$ cat config.mk
export PLATFORM = sky130hd
export DESIGN_NAME = oam_bus_arbiter
export DESIGN_NICKNAME = d
export VERILOG_FILES = /design/src/rtl/oam_bus_arbiter.sv
export SDC_FILE = /design/constraint.sdc
export NUM_CORES = 1
export LEC_CHECK = 0
export ABC_AREA = 1
export BUFFER_PORTS_ARGS = -buffer_cell sky130_fd_sc_hd__buf_2
export CAP_MARGIN = 10
export CORE_MARGIN = 3
export CORE_UTILIZATION = 30
export CTS_BUF_LIST = sky130_fd_sc_hd__clkbuf_4
export CTS_CLUSTER_SIZE = 25
export DETAILED_ROUTE_END_ITERATION = 8
export PLACE_DENSITY = 0.63
export RECOVER_POWER = 50
export SLEW_MARGIN = 20
export SYNTH_ARGS = -nofsm -noshare
export SYNTH_HDL_FRONTEND = slang
export SYNTH_SLANG_ARGS = --single-unit
export TNS_END_PERCENT = 20
$ cat constraint.sdc
create_clock -name clk -period 4.6 [get_ports clk]
set_input_delay 1.15 -clock clk [delete_from_list [all_inputs] [get_ports clk]]
set_output_delay 1.15 -clock clk [all_outputs]
set_load 0.01 [all_outputs]
$ cat src/rtl/oam_bus_arbiter.sv
// ============================================================================
//  Module      : oam_bus_arbiter
//  Description : Bus responder and arbiter that connects the CPU and the OAM
//                DMA engine to the external bus, OAM and the IO/HRAM region.
//  Revision    : 1.0 - initial release
// ============================================================================
`default_nettype none

module oam_bus_arbiter (
  input  logic        clk,
  input  logic        rst,
  input  logic [1:0]  ct,
  input  logic [15:0] cpu_a,
  input  logic        cpu_rd,
  input  logic        cpu_wr,
  input  logic [7:0]  cpu_dout,
  output logic [7:0]  cpu_din,
  input  logic [15:0] dma_a,
  input  logic        dma_rd,
  input  logic        dma_wr,
  input  logic [7:0]  dma_dout,
  output logic [7:0]  dma_din,
  input  logic        dma_occupy_bus,
  output logic [15:0] ext_a,
  output logic        ext_rd,
  output logic        ext_wr,
  output logic [7:0]  ext_wdata,
  input  logic [7:0]  ext_rdata,
  output logic [7:0]  oam_a,
  output logic        oam_we,
  output logic [7:0]  oam_wdata,
  input  logic [7:0]  oam_rdata,
  output logic [7:0]  io_a,
  output logic        io_rd,
  output logic        io_wr,
  output logic [7:0]  io_wdata,
  input  logic [7:0]  io_rdata
);

  localparam logic [1:0] RT_EXT = 2'd0;
  localparam logic [1:0] RT_OAM = 2'd1;
  localparam logic [1:0] RT_IO  = 2'd2;
  localparam logic [1:0] RT_FF  = 2'd3;

  typedef enum logic {OWN_CPU = 1'b0, OWN_DMA = 1'b1} owner_t;

  owner_t      owner_q, owner_d;
  logic [1:0]  cpu_route_q, cpu_route_d, dma_route_q, dma_route_d;
  logic [15:0] ext_a_q, ext_a_d;
  logic        ext_rd_q, ext_rd_d, ext_wr_q, ext_wr_d;
  logic [7:0]  ext_wdata_q, ext_wdata_d;
  logic [7:0]  oam_a_q, oam_a_d, oam_wdata_q, oam_wdata_d;
  logic        oam_we_q, oam_we_d;
  logic [7:0]  io_a_q, io_a_d, io_wdata_q, io_wdata_d;
  logic        io_rd_q, io_rd_d, io_wr_q, io_wr_d;

  logic        dma_act, cpu_ok, dma_ext, dma_oam, dma_io;
  logic [1:0]  cpu_tgt, dma_tgt;

  function automatic logic [1:0] decode(input logic [15:0] a);
    if (a[15:8] == 8'hFF)      decode = RT_IO;
    else if (a[15:8] == 8'hFE) decode = (a[7:0] < 8'hA0) ? RT_OAM : RT_FF;
    else                       decode = RT_EXT;
  endfunction

  always_comb begin
    dma_act     = dma_rd | dma_wr | dma_occupy_bus;
    cpu_tgt     = decode(cpu_a);
    dma_tgt     = decode(dma_a);
    cpu_ok      = !(owner_q == OWN_DMA || dma_act) || (cpu_tgt == RT_IO);
    dma_ext     = 1'b0;
    dma_oam     = 1'b0;
    dma_io      = 1'b0;
    owner_d     = owner_q;
    cpu_route_d = cpu_route_q;
    dma_route_d = dma_route_q;
    ext_a_d     = ext_a_q;
    ext_wdata_d = ext_wdata_q;
    ext_rd_d    = 1'b0;
    ext_wr_d    = 1'b0;
    oam_a_d     = oam_a_q;
    oam_wdata_d = oam_wdata_q;
    oam_we_d    = 1'b0;
    io_a_d      = io_a_q;
    io_wdata_d  = io_wdata_q;
    io_rd_d     = 1'b0;
    io_wr_d     = 1'b0;

    if (dma_act)
      owner_d = OWN_DMA;
    else if (owner_q == OWN_DMA && ct == 2'd3)
      owner_d = OWN_CPU;

    // DMA is served first so it wins any port the CPU also wants.
    if (dma_wr) begin
      case (dma_tgt)
        RT_EXT: begin ext_wr_d = 1'b1; ext_a_d = dma_a; ext_wdata_d = dma_dout; dma_ext = 1'b1; end
        RT_OAM: begin oam_we_d = 1'b1; oam_a_d = dma_a[7:0]; oam_wdata_d = dma_dout; dma_oam = 1'b1; end
        RT_IO:  begin io_wr_d = 1'b1; io_a_d = dma_a[7:0]; io_wdata_d = dma_dout; dma_io = 1'b1; end
        default: ;
      endcase
    end else if (dma_rd) begin
      if (dma_a[15:9] == 7'h7F) begin
        dma_route_d = RT_FF;
      end else begin
        ext_rd_d    = 1'b1;
        ext_a_d     = dma_a;
        dma_ext     = 1'b1;
        dma_route_d = RT_EXT;
      end
    end

    if (cpu_wr) begin
      if (cpu_ok) begin
        case (cpu_tgt)
          RT_EXT: if (!dma_ext) begin ext_wr_d = 1'b1; ext_a_d = cpu_a; ext_wdata_d = cpu_dout; end
          RT_OAM: if (!dma_oam) begin oam_we_d = 1'b1; oam_a_d = cpu_a[7:0]; oam_wdata_d = cpu_dout; end
          RT_IO:  if (!dma_io) begin io_wr_d = 1'b1; io_a_d = cpu_a[7:0]; io_wdata_d = cpu_dout; end
          default: ;
        endcase
      end
    end else if (cpu_rd) begin
      cpu_route_d = cpu_ok ? cpu_tgt : RT_FF;
      if (cpu_ok) begin
        case (cpu_tgt)
          RT_EXT: if (!dma_ext) begin ext_rd_d = 1'b1; ext_a_d = cpu_a; end
          RT_OAM: if (!dma_oam) oam_a_d = cpu_a[7:0];
          RT_IO:  if (!dma_io) begin io_rd_d = 1'b1; io_a_d = cpu_a[7:0]; end
          default: ;
        endcase
      end
    end
  end

  always_ff @(posedge clk) begin
    if (rst) begin
      owner_q     <= OWN_CPU;
      cpu_route_q <= RT_FF;
      dma_route_q <= RT_FF;
      ext_a_q     <= 16'h0000;
      ext_rd_q    <= 1'b0;
      ext_wr_q    <= 1'b0;
      ext_wdata_q <= 8'h00;
      oam_a_q     <= 8'h00;
      oam_we_q    <= 1'b0;
      oam_wdata_q <= 8'h00;
      io_a_q      <= 8'h00;
      io_rd_q     <= 1'b0;
      io_wr_q     <= 1'b0;
      io_wdata_q  <= 8'h00;
    end else begin
      owner_q     <= owner_d;
      cpu_route_q <= cpu_route_d;
      dma_route_q <= dma_route_d;
      ext_a_q     <= ext_a_d;
      ext_rd_q    <= ext_rd_d;
      ext_wr_q    <= ext_wr_d;
      ext_wdata_q <= ext_wdata_d;
      oam_a_q     <= oam_a_d;
      oam_we_q    <= oam_we_d;
      oam_wdata_q <= oam_wdata_d;
      io_a_q      <= io_a_d;
      io_rd_q     <= io_rd_d;
      io_wr_q     <= io_wr_d;
      io_wdata_q  <= io_wdata_d;
    end
  end

  always_comb begin
    case (cpu_route_q)
      RT_EXT:  cpu_din = ext_rdata;
      RT_OAM:  cpu_din = oam_rdata;
      RT_IO:   cpu_din = io_rdata;
      default: cpu_din = 8'hFF;
    endcase
    case (dma_route_q)
      RT_EXT:  dma_din = ext_rdata;
      RT_OAM:  dma_din = oam_rdata;
      default: dma_din = 8'hFF;
    endcase
  end

  assign ext_a     = ext_a_q;
  assign ext_rd    = ext_rd_q;
  assign ext_wr    = ext_wr_q;
  assign ext_wdata = ext_wdata_q;
  assign oam_a     = oam_a_q;
  assign oam_we    = oam_we_q;
  assign oam_wdata = oam_wdata_q;
  assign io_a      = io_a_q;
  assign io_rd     = io_rd_q;
  assign io_wr     = io_wr_q;
  assign io_wdata  = io_wdata_q;

endmodule

`default_nettype wire

==> summary.txt <==
Run status
  – Status: completed

STA
  – Tmin final: 3240 ps
  – Max Transition Viols Final: 0
  – Worst slew margin: 0.0648
  – RSZ-0062 raised after global routing: no
  – Worst slew pin tran: 1400 ps
  – Final Hold Vio Count: 0
  – Setup TNS: 0 ps
  – Fin crit share: 0.704
  – Fin Clk Skew: 6.57 ps
  – Fmax: 0.309 GHz
  – Final Hold Slack: 497 ps
  – Setup-failing EPs final: 0
  – Post-route setup slack: 1360 ps

Clocking
  – Root Buffer: clkbuf_4
  – Hold Buf Count CTS: 0
  – CTS clk-pin slew, worst paths: 110 ps
  – Clk_lat worst skew: 410 ps
  – Setup Buffers After CTS: 0
  – Resized Gates After CTS: 0
  – CTS Buf Count: 9
  – Maximum clock path buffer count: 2
  – H-tree level count: 3
  – Clock sinks: 65
  – CTS tree: done

GRT
  – Largest net degree at the start of global routing: 35
  – Met1 Track Usage GR: 0.229
  – Met2 GRT Util: 0.317
  – First-pass GRT wire length: 19.5 mm
  – Met3 usage: 0.0581
  – All-Layer GR Usage: 0.186
  – Most Crowded Layer GR: met2
  – Initial antenna violation count: 0
  – Vias in the first global route: 3862
  – Total gr overflow: 0

Synth
  – Post-synthesis mux area share: 0
  – Number of flops mapped to enable cells by yosys: 0
  – Adder-cell share of the synthesized area: 0
  – Largest area contributor in the netlist: dfxtp_1
  – Register area share after synthesis: 0.369
  – Mapped Area: 3530 µm²
  – Largest family of logic cells by synthesized area: simple AND/OR/NAND/NOR gates
  – Yosys reg bits: 65
  – Post-Syn Instances: 556
  – Synth area leaders: dfxtp_1, nand2_1, nand3_1, nor2_1, o21ai_0
  – Top FF cell, synth: dfxtp_1
  – Synth warn: 0
  – Post-synthesis cell type count: 29
  – Simple-Gate Fraction of Synth Area: 0.414
  – Synthesized Nets: 637
  – Xor-xnor portion of the synthesized cell area: 0
  – Synth Area in Compound Gates: 0.131
  – Synthesized area per cell: 6.35 µm²
  – FFs w/ async S/R, synth: 0
  – Yosys top cell area share: 0.369

Routing
  – Final antenna-violating net count: 0
  – Post-DR vias/cell: 4.87
  – DRC violation count after routing: 0
  – Total Wirelength: 12.4 mm
  – Vias: 4100
  – Initial DRC count: 260
  – Avg WL per Cell: 14.7 µm
  – Pre-antenna DRT Iters: 4

Die
  – I/O pins: 158
  – DIE AREA: 13100 µm²
  – Row count: 38
  – Initial Utilization: 0.316
  – Die height: 114 µm
  – Die W: 114 µm
  – Core area: 11200 µm²

Final layout
  – Ant. Diodes: 0
  – Filler Cell Count: 1258
  – Fin nets: 779
  – Layout cell share with drive strength beyond 1: 0.182
  – Final Cell Area: 4430 µm²
  – Area Growth Syn to Fin: 25.4%
  – Post-route insts no fill: 842

Worst setup path
  – Crit path kind: in2reg
  – CP Capture Type: flop
  – Crit-path slowest cell: clkbuf_1
  – Max stage delay on crit path: 1080 ps
  – CP startpoint kind: primary input
  – Cells along the critical path: clkbuf_1 -> inv_1 -> clkbuf_1 -> o21ai_0 -> a21oi_1
  – WP data required: 4920 ps
  – Worst Path Max Fanout: 34
  – Data arrival time of the worst path: 3550 ps
  – Most used cell, CP: clkbuf_1

Placement
  – Pre-CTS setup slack: 1480 ps
  – I/O Buffers: 157
  – Dpl cells: 827
  – Gp weighted congestion: 0.887
  – DPL Wire Length: 9.61 mm
  – DP Area: 4370 µm²

Power
  – Pleak: 2.09 nW
  – Pwr dens: 276 nW/µm²
  – Worst vdd ir: 0.000194 V

Run
  – Max-cap violations: 0

Worst hold path
  – Tightest Hold Check Type: reg2reg
[cell families after synthesis]
logic type,after synthesis
AO/OA/AOI/OAI,88
flip-flops,65
AND/OR/NAND/NOR,330
buffers and inverters,73
[flip-flops by register name (all words and copies together), names as in the netlist, 2 cells and up]
signal and flops:
ext_a 16, ext_wdata 8, io_a 8, io_wdata 8, oam_a 8, oam_wdata 8, cpu_route_q 2
[worst max-delay path: cells and delay by family]
family	cells	cell delay (ps)
compound gates	2	440
buf+inv	3	1950
[cell type report]
class,count,area [µm²],area share
clock buffers,11,82.6,0.0187
inverters,45,169,0.0382
flip-flops and latches,65,1300,0.294
repair buffers,159,717,0.162
clock inverters,4,68.8,0.0155
multi-input cells,418,1910,0.432
well taps,140,175,0.0396
[path summary, 6_finish.rpt]
kind         startpoint         to  slack (ps)  cells after the start
min             io_a[1]    io_a[1]         500                      2
max                 rst    io_a[6]        1360                      5
max reg2reg     owner_q  ext_a[14]        2300                      6
min reg2reg     io_a[1]    io_a[1]         500                      2
[cells in the final DEF, fill, tap and decap left out, types with 12 or more instances in the layout]
| cell | n |
|---|---|
| nand2_1 | 143 |
| buf_2 | 93 |
| nand4_1 | 12 |
| a21oi_1 | 31 |
| dfxtp_1 | 65 |
| clkbuf_1 | 65 |
| nor2_1 | 86 |
| inv_1 | 44 |
| o21ai_0 | 46 |
| nand3_1 | 67 |
[cells in the mapped netlist (2+ instances only)]
master	n
a21oi_1	31
buf_1	2
buf_2	6
buf_4	3
buf_6	2
clkbuf_1	15
dfxtp_1	65
inv_1	44
nand2_1	143
nand2_2	2
nand3_1	67
nand3_2	2
nand4_1	11
nor2_1	85
o211ai_1	7
o21ai_0	46
o21ai_1	3
or2_2	11
[metrics by stage]
stage	utilization	power, mW
global placement	0.391	0.801
finish	0.396	1.22
detailed placement	0.391	0.804
floorplan	-	0.709
CTS	0.404	1.24
global route	0.396	1.29
[power by group]
part           total (mW)  internal (mW)  switching (mW)
combinational       0.191         0.0721           0.119
clock               0.432          0.228           0.205
sequential          0.596          0.582          0.0139
[per-layer routing]
metal  vias up  share of wire  routed length (µm)
li1       2089              -                   -
met1      1855           0.43                5340
met2       141           0.47                5850
met4         0          0.012                 154
met5         -              0                   0
met3        15          0.085                1050
Power figures use the tool's default switching activity.
